$ cat config.mk
export PLATFORM = sky130hd
export DESIGN_NAME = rv32i_lsu_multicycle
export DESIGN_NICKNAME = d
export VERILOG_FILES = /design/src/rtl/rv32i_lsu_pkg.sv /design/src/rtl/rv32i_lsu_multicycle_align.sv /design/src/rtl/rv32i_lsu_multicycle.sv
export SDC_FILE = /design/constraint.sdc
export NUM_CORES = 1
export LEC_CHECK = 0
export ABC_AREA = 1
export BUFFER_PORTS_ARGS = -buffer_cell sky130_fd_sc_hd__buf_2
export CORE_ASPECT_RATIO = 0.5
export CORE_MARGIN = 1.5
export CORE_UTILIZATION = 30
export CTS_CLUSTER_SIZE = 20
export DETAILED_ROUTE_END_ITERATION = 6
export PLACE_DENSITY = 0.65
export SETUP_SLACK_MARGIN = 0.1
export SLEW_MARGIN = 20
export SYNTH_ARGS = -nofsm -noshare
export SYNTH_HDL_FRONTEND = slang
export SYNTH_SLANG_ARGS = --single-unit
export TNS_END_PERCENT = 5
$ cat constraint.sdc
create_clock -name clk -period 5.41 [get_ports clk]
set_input_delay 1.623 -clock clk [delete_from_list [all_inputs] [get_ports clk]]
set_output_delay 1.623 -clock clk [all_outputs]
set_load 0.01 [all_outputs]
$ cat src/rtl/rv32i_lsu_pkg.sv
// rv32i_lsu_pkg: FSM states, LOAD/STORE funct3 encodings (incl. LD/SD/LWU)
// and the access-size lane mask helper for the multicycle LSU.
package rv32i_lsu_pkg;

    typedef enum logic [1:0] {
        LSU_IDLE,
        LSU_BUSY,
        LSU_RESP
    } lsu_state_t;

    localparam logic [2:0] F3_LB  = 3'b000;
    localparam logic [2:0] F3_LH  = 3'b001;
    localparam logic [2:0] F3_LW  = 3'b010;
    localparam logic [2:0] F3_LD  = 3'b011;
    localparam logic [2:0] F3_LBU = 3'b100;
    localparam logic [2:0] F3_LHU = 3'b101;
    localparam logic [2:0] F3_LWU = 3'b110;

    localparam logic [2:0] F3_SB  = 3'b000;
    localparam logic [2:0] F3_SH  = 3'b001;
    localparam logic [2:0] F3_SW  = 3'b010;
    localparam logic [2:0] F3_SD  = 3'b011;

    function automatic logic [7:0] size_mask(input logic [1:0] sz);
        unique case (sz)
            2'd0:    size_mask = 8'h01;
            2'd1:    size_mask = 8'h03;
            2'd2:    size_mask = 8'h0F;
            default: size_mask = 8'hFF;
        endcase
    endfunction

endpackage

$ cat src/rtl/rv32i_lsu_multicycle_align.sv
// lsu_lane_align: byte enables, store replication, load extension, decode.
// LSU_MISALIGN_TRAP_EN enables the misalign flag; otherwise it stays 0.
module lsu_lane_align
    import rv32i_lsu_pkg::*;
#(
    parameter  int DATA_W = 32,
    localparam int BE_W   = DATA_W / 8,
    localparam int OFF_W  = $clog2(BE_W)
) (
    input  logic              we_i,
    input  logic [2:0]        funct3_i,
    input  logic [OFF_W-1:0]  off_i,
    input  logic [DATA_W-1:0] wdata_i,
    input  logic [DATA_W-1:0] rdata_i,
    output logic [BE_W-1:0]   byte_ena_o,
    output logic [DATA_W-1:0] wdata_o,
    output logic [DATA_W-1:0] rdata_o,
    output logic              misalign_o,
    output logic              illegal_o
);

    logic [1:0]        sz;
    logic [2:0]        lane_m;
    logic [OFF_W-1:0]  off_a;
    logic [DATA_W-1:0] shifted;
    logic [DATA_W-1:0] keep;
    logic              sbit;
    int                nbits;

    assign sz     = funct3_i[1:0];
    assign lane_m = 3'((1 << sz) - 1);
    assign off_a  = off_i & ~lane_m[OFF_W-1:0];

`ifdef LSU_MISALIGN_TRAP_EN
    assign misalign_o = |(off_i & lane_m[OFF_W-1:0]);
`else
    assign misalign_o = 1'b0;
`endif

    assign byte_ena_o = BE_W'(size_mask(sz)) << off_a;

    always_comb begin
        if (we_i)
            illegal_o = (funct3_i > F3_SD) ||
                        (DATA_W == 32 && funct3_i == F3_SD);
        else
            illegal_o = (funct3_i == 3'b111) ||
                        (DATA_W == 32 &&
                         (funct3_i == F3_LD || funct3_i == F3_LWU));
    end

    // Each lane takes the source byte at its index modulo the access size
    always_comb begin
        wdata_o = '0;
        for (int i = 0; i < BE_W; i++)
            wdata_o[8*i +: 8] = wdata_i[8*(i & int'(lane_m)) +: 8];
    end

    always_comb begin
        nbits = 8 << sz;
        if (nbits > DATA_W)
            nbits = DATA_W;
        shifted = rdata_i >> {off_a, 3'b000};
        keep    = ~({DATA_W{1'b1}} << nbits);
        sbit    = ~funct3_i[2] & shifted[nbits-1];
        rdata_o = (shifted & keep) | (sbit ? ~keep : '0);
    end

endmodule

$ cat src/rtl/rv32i_lsu_multicycle.sv
// rv32i_lsu_multicycle: variable-latency LSU with sub-word lanes and timeout.
// Define LSU_MISALIGN_TRAP_EN to trap misaligned accesses instead of aligning.
module rv32i_lsu_multicycle
    import rv32i_lsu_pkg::*;
#(
    parameter int ADDR_W         = 32,
    parameter int DATA_W         = 32,
    parameter int TIMEOUT_CYCLES = 0
) (
    input  logic                  clk,
    input  logic                  rst_n,
    input  logic                  ena,
    input  logic                  req_valid,
    output logic                  req_ready,
    input  logic                  req_we,
    input  logic [2:0]            req_funct3,
    input  logic [ADDR_W-1:0]     req_addr,
    input  logic [DATA_W-1:0]     req_wdata,
    output logic                  resp_valid,
    output logic [DATA_W-1:0]     resp_rdata,
    output logic                  resp_err,
    output logic                  mem_req,
    input  logic                  mem_ack,
    output logic [ADDR_W-1:0]     mem_addr,
    output logic                  mem_wr_ena,
    output logic [DATA_W/8-1:0]   mem_byte_ena,
    output logic [DATA_W-1:0]     mem_wr_data,
    input  logic [DATA_W-1:0]     mem_rd_data
);

    localparam int BE_W  = DATA_W / 8;
    localparam int OFF_W = $clog2(BE_W);
    localparam int CNT_W = (TIMEOUT_CYCLES > 1) ? $clog2(TIMEOUT_CYCLES) : 1;
    localparam logic [CNT_W-1:0] CNT_LAST =
        (TIMEOUT_CYCLES > 0) ? CNT_W'(TIMEOUT_CYCLES - 1) : '0;

    lsu_state_t        state_q, state_d;
    logic [CNT_W-1:0]  cnt_q, cnt_d;
    logic [2:0]        f3_q, f3_d;
    logic [OFF_W-1:0]  off_q, off_d;
    logic              we_q, we_d;
    logic              rv_q, rv_d;
    logic              err_q, err_d;
    logic [DATA_W-1:0] rdata_q, rdata_d;
    logic              mreq_q, mreq_d;
    logic [ADDR_W-1:0] maddr_q, maddr_d;
    logic              mwe_q, mwe_d;
    logic [BE_W-1:0]   mbe_q, mbe_d;
    logic [DATA_W-1:0] mwd_q, mwd_d;

    logic              idle;
    logic              sel_we;
    logic [2:0]        sel_f3;
    logic [OFF_W-1:0]  sel_off;
    logic [BE_W-1:0]   al_be;
    logic [DATA_W-1:0] al_wd;
    logic [DATA_W-1:0] al_rd;
    logic              al_mis;
    logic              al_ill;

    assign idle      = (state_q == LSU_IDLE);
    assign req_ready = idle;

    // The aligner sees the live request in IDLE and the stored one afterwards
    assign sel_we  = idle ? req_we     : we_q;
    assign sel_f3  = idle ? req_funct3 : f3_q;
    assign sel_off = idle ? req_addr[OFF_W-1:0] : off_q;

    lsu_lane_align #(.DATA_W(DATA_W)) u_align (
        .we_i       (sel_we),
        .funct3_i   (sel_f3),
        .off_i      (sel_off),
        .wdata_i    (req_wdata),
        .rdata_i    (mem_rd_data),
        .byte_ena_o (al_be),
        .wdata_o    (al_wd),
        .rdata_o    (al_rd),
        .misalign_o (al_mis),
        .illegal_o  (al_ill)
    );

    always_comb begin
        state_d = state_q;
        cnt_d   = cnt_q;
        f3_d    = f3_q;
        off_d   = off_q;
        we_d    = we_q;
        rv_d    = rv_q;
        err_d   = err_q;
        rdata_d = rdata_q;
        mreq_d  = mreq_q;
        maddr_d = maddr_q;
        mwe_d   = mwe_q;
        mbe_d   = mbe_q;
        mwd_d   = mwd_q;
        unique case (state_q)
            LSU_IDLE: begin
                if (req_valid) begin
                    f3_d  = req_funct3;
                    off_d = req_addr[OFF_W-1:0];
                    we_d  = req_we;
                    cnt_d = '0;
                    if (al_ill || al_mis) begin
                        state_d = LSU_RESP;
                        err_d   = 1'b1;
                        rdata_d = '0;
                    end else begin
                        state_d = LSU_BUSY;
                        mreq_d  = 1'b1;
                        maddr_d = {req_addr[ADDR_W-1:OFF_W],
                                   {OFF_W{1'b0}}};
                        mwe_d   = req_we;
                        mbe_d   = al_be;
                        mwd_d   = req_we ? al_wd : '0;
                    end
                end
            end
            LSU_BUSY: begin
                cnt_d = cnt_q + CNT_W'(1);
                if (mem_ack) begin
                    state_d = LSU_RESP;
                    rv_d    = 1'b1;
                    err_d   = 1'b0;
                    rdata_d = we_q ? '0 : al_rd;
                    mreq_d  = 1'b0;
                    mwe_d   = 1'b0;
                    mbe_d   = '0;
                end else if (TIMEOUT_CYCLES != 0 && cnt_q == CNT_LAST) begin
                    state_d = LSU_RESP;
                    rv_d    = 1'b1;
                    err_d   = 1'b1;
                    rdata_d = '0;
                    mreq_d  = 1'b0;
                    mwe_d   = 1'b0;
                    mbe_d   = '0;
                end
            end
            LSU_RESP: begin
                // Error-at-accept paths arrive with rv_q=0 and pulse a cycle later
                if (rv_q) begin
                    state_d = LSU_IDLE;
                    rv_d    = 1'b0;
                    err_d   = 1'b0;
                    rdata_d = '0;
                end else begin
                    rv_d = 1'b1;
                end
            end
            default: state_d = LSU_IDLE;
        endcase
    end

    always_ff @(posedge clk or negedge rst_n) begin
        if (!rst_n) begin
            state_q <= LSU_IDLE;
            cnt_q   <= '0;
            f3_q    <= '0;
            off_q   <= '0;
            we_q    <= 1'b0;
            rv_q    <= 1'b0;
            err_q   <= 1'b0;
            rdata_q <= '0;
            mreq_q  <= 1'b0;
            maddr_q <= '0;
            mwe_q   <= 1'b0;
            mbe_q   <= '0;
            mwd_q   <= '0;
        end else if (ena) begin
            state_q <= state_d;
            cnt_q   <= cnt_d;
            f3_q    <= f3_d;
            off_q   <= off_d;
            we_q    <= we_d;
            rv_q    <= rv_d;
            err_q   <= err_d;
            rdata_q <= rdata_d;
            mreq_q  <= mreq_d;
            maddr_q <= maddr_d;
            mwe_q   <= mwe_d;
            mbe_q   <= mbe_d;
            mwd_q   <= mwd_d;
        end
    end

    assign resp_valid   = rv_q;
    assign resp_err     = err_q;
    assign resp_rdata   = rdata_q;
    assign mem_req      = mreq_q;
    assign mem_addr     = maddr_q;
    assign mem_wr_ena   = mwe_q;
    assign mem_byte_ena = mbe_q;
    assign mem_wr_data  = mwd_q;

endmodule
# Word level (Yosys, flattened, before mapping)
# Index checks and enable logic that the tools add are counted.
# op_classes
n_eq_ne	12
shift	8
add_sub_neg	2
n_mux	40
n_lt_le_gt_ge	3
bitwise	9
reduce_logical	14
# op_table
cell	n
$mux 32	8
$pmux 32 s3	1
$not 32->32	2
$shiftx 32x6->8	2
$and 32x32->32	1
$gt 32x7->1 const B	1
$lt 32x7->1 const B	1
$or 32x32->32	1
$shiftx 32x5->8	1
$shl 32x32->32 const A	1
$shl 4x2->32 const A	1
$shr 32x5->32	1
$sub 32x2->32 const B	1
$mux 1	14
$mux 4	3
$pmux 4 s3	1
$mux 2	5
$ne 2x2->1 const B	4
$pmux 4 s2	1
$reduce_and 4->1	2
$eq 3x3->1 const B	2
$pmux 1 s2	3
$pmux 2 s3	1
$reduce_and 3->1	2
21 further kinds	28
# word_totals
out_inout_bits	105
reg_bits	110

# Longest topological paths before layout
# logic_depth
depth_word	16
depth_mapped	15
depth_no_buf	14

# Hierarchy
# From an unflattened synthesis, not the netlist that was laid out.
# unflattened
cells_unflattened	887
area_unflattened_um2	6347.3
# by_module_without_submodules
mod	cells_each	area_each_um2	n_inst
rv32i_lsu_multicycle	599	4972.3	1
lsu_lane_align	288	1375.1	1

# Worst setup path after synthesis
# No wires, ideal clock.
# synth_timing
path_kind	input -> register
startpoint	in req_funct3[1]
endpoint	reg mwd_q[31] (netlist: mem_wr_data[31])
stages	11
t_required_ps	5286
setup_slack_ps	2629
path_buffers	1
arrival_time_ps	2657
cell_sequence	inv_1 -> nand2_1 -> nand2_4 -> nand2_1 -> inv_2 -> buf_2 -> nand2_1 -> o21ai_0 -> nand2_1 -> o211ai_1 -> nand2_1
# synth_via
elab_chain_len	7
elab_cells_between_ends	15
cone_classes	add/sub: 1; order compare: 1; eq/ne: 3; shift: 2; mux: 3; bitwise: 1; reduce/logical: 4
# synth_rtl
element	line_no	rtl
from (decl)	rv32i_lsu_multicycle.sv:16	input logic [2:0] req_funct3,
$mux 3 (*)	rv32i_lsu_multicycle.sv:66	assign sel_f3 = idle ? req_funct3 : f3_q;
parallel branches: the longest is 6 deep, another holds $sub 2x2->2	n/a	
to (signal assigned)	rv32i_lsu_multicycle.sv:181	mwd_q <= mwd_d;
to (decl)	rv32i_lsu_multicycle.sv:49	logic [DATA_W-1:0] mwd_q, mwd_d;
# Mark *: on every way between the ends.
# A chain may end at the register's enable or synchronous reset.

# Worst setup path in the final report
# layout_timing
startpoint	in req_funct3[1]
endpoint	reg mwd_q[20] (netlist: mem_wr_data[20])
# The elaborated chain is that of the path after synthesis.

==> summary.md <==
| Metric | Value |
|---|---|
| Status | finished clean |
| CTS Hold Bufs | 0 |
| Final Max Tran Viols | 0 |
| Buffers on Ports | 207 |
| Fmax | 270 MHz |
| Slew HR | 33.0% |
| Clock Skew | 0.0119 ns |
| H-tree depth | 3 |
| ANT cells | 0 |
| DRC violations left | 0 |
| Core area | 17400 um^2 |
| Largest family of logic cells by synthesized area | simple AND/OR/NAND/NOR gates |
| Largest net degree at the start of global routing | 63 |
| Final period utilization | 68.6% |
| Antenna viol nets, final | 0 |
| WP data required | 5.66 ns |
| Insertion delay to the later sink of the worst-skew pair | 0.35 ns |
| Number of DRC markers in iteration 0 | 260 |
| Initial Utilization | 30.7% |
| Synth-to-layout area growth | 26.8% |
| Simple-gate share of the synthesized area | 30.7% |
| Syn Area/Cell | 7.70 um^2 |
| GR Overflow Total | 0 |
| Max Cap Viol | 0 |
| Met1 WL | 7490 um |
| Global Route Usage Sum | 17.5% |
| Seq cells post-synth | 110 |
| Static Leakage | 0.00394 uW |
| Min cycle time layout | 3.71 ns |
| Routed len/inst | 14.5 um |
| Top sig layer | met5 |
| Total Wirelength | 16300 um |
| CP arrival | 3.96 ns |
| First-pass GRT wire length | 25700 um |
| Via count | 5048 |
| CTS tree | built |
| CTS buffer count | 9 |
| Yosys top cell by area | dfrtp_1 |
| Yosys cell types | 34 |
| HP Class | reg -> reg |
| Vias in the first global route | 4991 |
| Post-CTS sizing | 0 |
| EDFF count, synth | 0 |
| Detailed-placement wirelength estimate | 11800 um |
| FP Rows | 34 |
| Synth area leaders | dfrtp_1 (52%), nand2_1 (22%), o21ai_0 (5.2%), nor2_1 (3.1%), inv_1 (2.6%) |
| Initial antenna violation count | 1 |
| DRT Pass-1 Iters | 4 |
| Synth Area in Compound Gates | 9.96% |
| Vias per cell | 4.50 |
| Routed met2 length | 7720 um |
| Adder-Cell Fraction of Synth Area | 0.937% |
| Final hold violation count | 0 |
| Die H | 97.4 um |
| CP Max Fanout | 62 |
| Synth Instances | 694 |
| Layout Nets | 992 |
| Power Density | 577 nW/um^2 |
| Worst vdd ir | 0.243 mV |
| Prevailing post-synth register cell | dfrtp_1 |
| Metal3 WL | 929 um |
| RSZ-0062 raised after global routing | false |
| DIE AREA | 18700 um^2 |
| CTS root buf | clkbuf_16 |
| Die X | 192 um |
| Gpl congestion | 0.823 |
| Max Root-Sink Buffers | 2 |
| Multiplexer area fraction after synthesis | 0% |
| Cell area after synthesis | 5340 um^2 |
| Clk sink count | 110 |
| Total Power | 3910 uW |
| Crit start category | input pin |
| Post-synthesis sequential area ratio | 51.5% |
| Reg clk slew, reported paths | 0.07 ns |
| Crit end category | register |
| Worst Tran Pin Value | 1.00 ns |
| Synth Area in XOR/XNOR | 0% |
| Final setup vio count | 0 |
| Setup TNS | 0 ns |
| Share of cells above drive strength 1 | 28.8% |
| # Post-CTS Setup Buffers | 0 |
| Critical path type | in -> reg |
| Synth top area share | 51.5% |
| Synth warn | 0 |
| Io pins | 210 |
| Synth async-reset ratio | 100% |
## metal layers
metal	vias up	GRT usage, %
li1	2534	-
met1	2365	22.6
met2	136	29.6
met3	11	4.41
met4	2	3.73
met5	-	0
## flip-flops by register name (all words and copies together) (netlist names), 2 cells and up
signal / count
f3_q: 3
state_q: 2
resp_rdata: 32
off_q: 2
mem_wr_data: 32
mem_addr: 30
mem_byte_ena: 4
## cell usage after synthesis (2+ instances only)
master,n
a21oi_1,9
and2_1,7
buf_2,24
buf_4,2
buf_6,4
clkbuf_1,3
dfrtp_1,110
ha_1,4
inv_1,37
inv_2,8
nand2_1,315
nand2_2,9
nand2_4,3
nand3_1,13
nor2_1,44
nor2_2,2
nor2_4,2
o211ai_1,2
o21ai_0,55
o21ai_1,24
o22ai_1,4
## critical path, cell delays in order
cell and delay, ns:
buf_2 0.09, inv_1 0.04, nand2_1 0.09, nand2_4 0.35, inv_2 0.22, nand2_1 0.09, nand2_1 0.16, nor2_2 0.04
buf_4 0.22, inv_2 0.76, nand2_1 0.16, o31ai_2 0.10
## cell type report
cell class	instances	area, um^2
clock buffer	11	233
clock inverter	5	33.8
timing repair buffer	210	1060
fill	1841	10600
tap	234	293
multi-input combinational	506	2230
inverter	46	174
sequential	110	2750
## logic make-up (layout without fill, tap and decap cells)
| group | after synthesis | in the layout |
|---|---|---|
| DFF | 110 | 110 |
| other | 1 | 2 |
| and+or+nand+nor | 400 | 400 |
| AOI/OAI and AO/OA | 100 | 100 |
| adders and majority gates | 4 | 4 |
| buffers and inverters | 79 | 272 |
## report_power, final
group / switching (uW) / leakage (uW) / total, uW / internal (uW)
sequential: 198 / 0.00143 / 1370 / 1170
clock: 308 / 0.000126 / 621 / 314
combinational: 1270 / 0.00238 / 1910 / 640
## metrics by stage
| step | cells | util (%) | hold WS, ns | cell area [um^2] | setup slack, ns |
|---|---|---|---|---|---|
| after floorplan | 695 | - | 0.442 | 5350 | 2.63 |
| after global placement | 1106 | 37.4 | 0.450 | 6510 | 1.34 |
| after detailed placement | 1106 | 37.4 | 0.456 | 6510 | 1.28 |
| after CTS | 1122 | 38.9 | 0.473 | 6770 | 1.65 |
| after global routing | 1122 | 38.9 | 0.492 | 6770 | 1.35 |
| final | 1122 | 38.9 | 0.466 | 6770 | 1.70 |
## path summary, 6_finish.rpt
kind                                from         endpoint  slack [ns]  cells after the start
max                        req_funct3[1]  mem_wr_data[20]        1.70                     12
min                         mem_addr[29]     mem_addr[29]        0.47                      2
max reg2reg                   state_q[0]  mem_wr_data[20]        1.94                     13
min reg2reg                 mem_addr[29]     mem_addr[29]        0.47                      2
max in group asynchronous          rst_n  mem_wr_data[25]        3.24                      2
min in group asynchronous          rst_n    resp_rdata[5]        1.20                      1
## cell usage in the layout, fill, tap and decap left out, types with 2 or more instances in the layout
cell type,count
nand2_1,315
buf_2,206
dfrtp_1,110
o21ai_0,55
nor2_1,44
inv_1,37
o21ai_1,24
nand3_1,13
nand2_2,9
a21oi_1,9
clkbuf_16,9
inv_2,8
and2_1,7
o22ai_1,4
ha_1,4
buf_4,4
nand2_4,3
clkinv_2,3
nor2_2,2
nor2_4,2
o211ai_1,2
conb_1,2
clkinvlp_4,2
clkbuf_1,2
(Power assumes the default switching activity.)
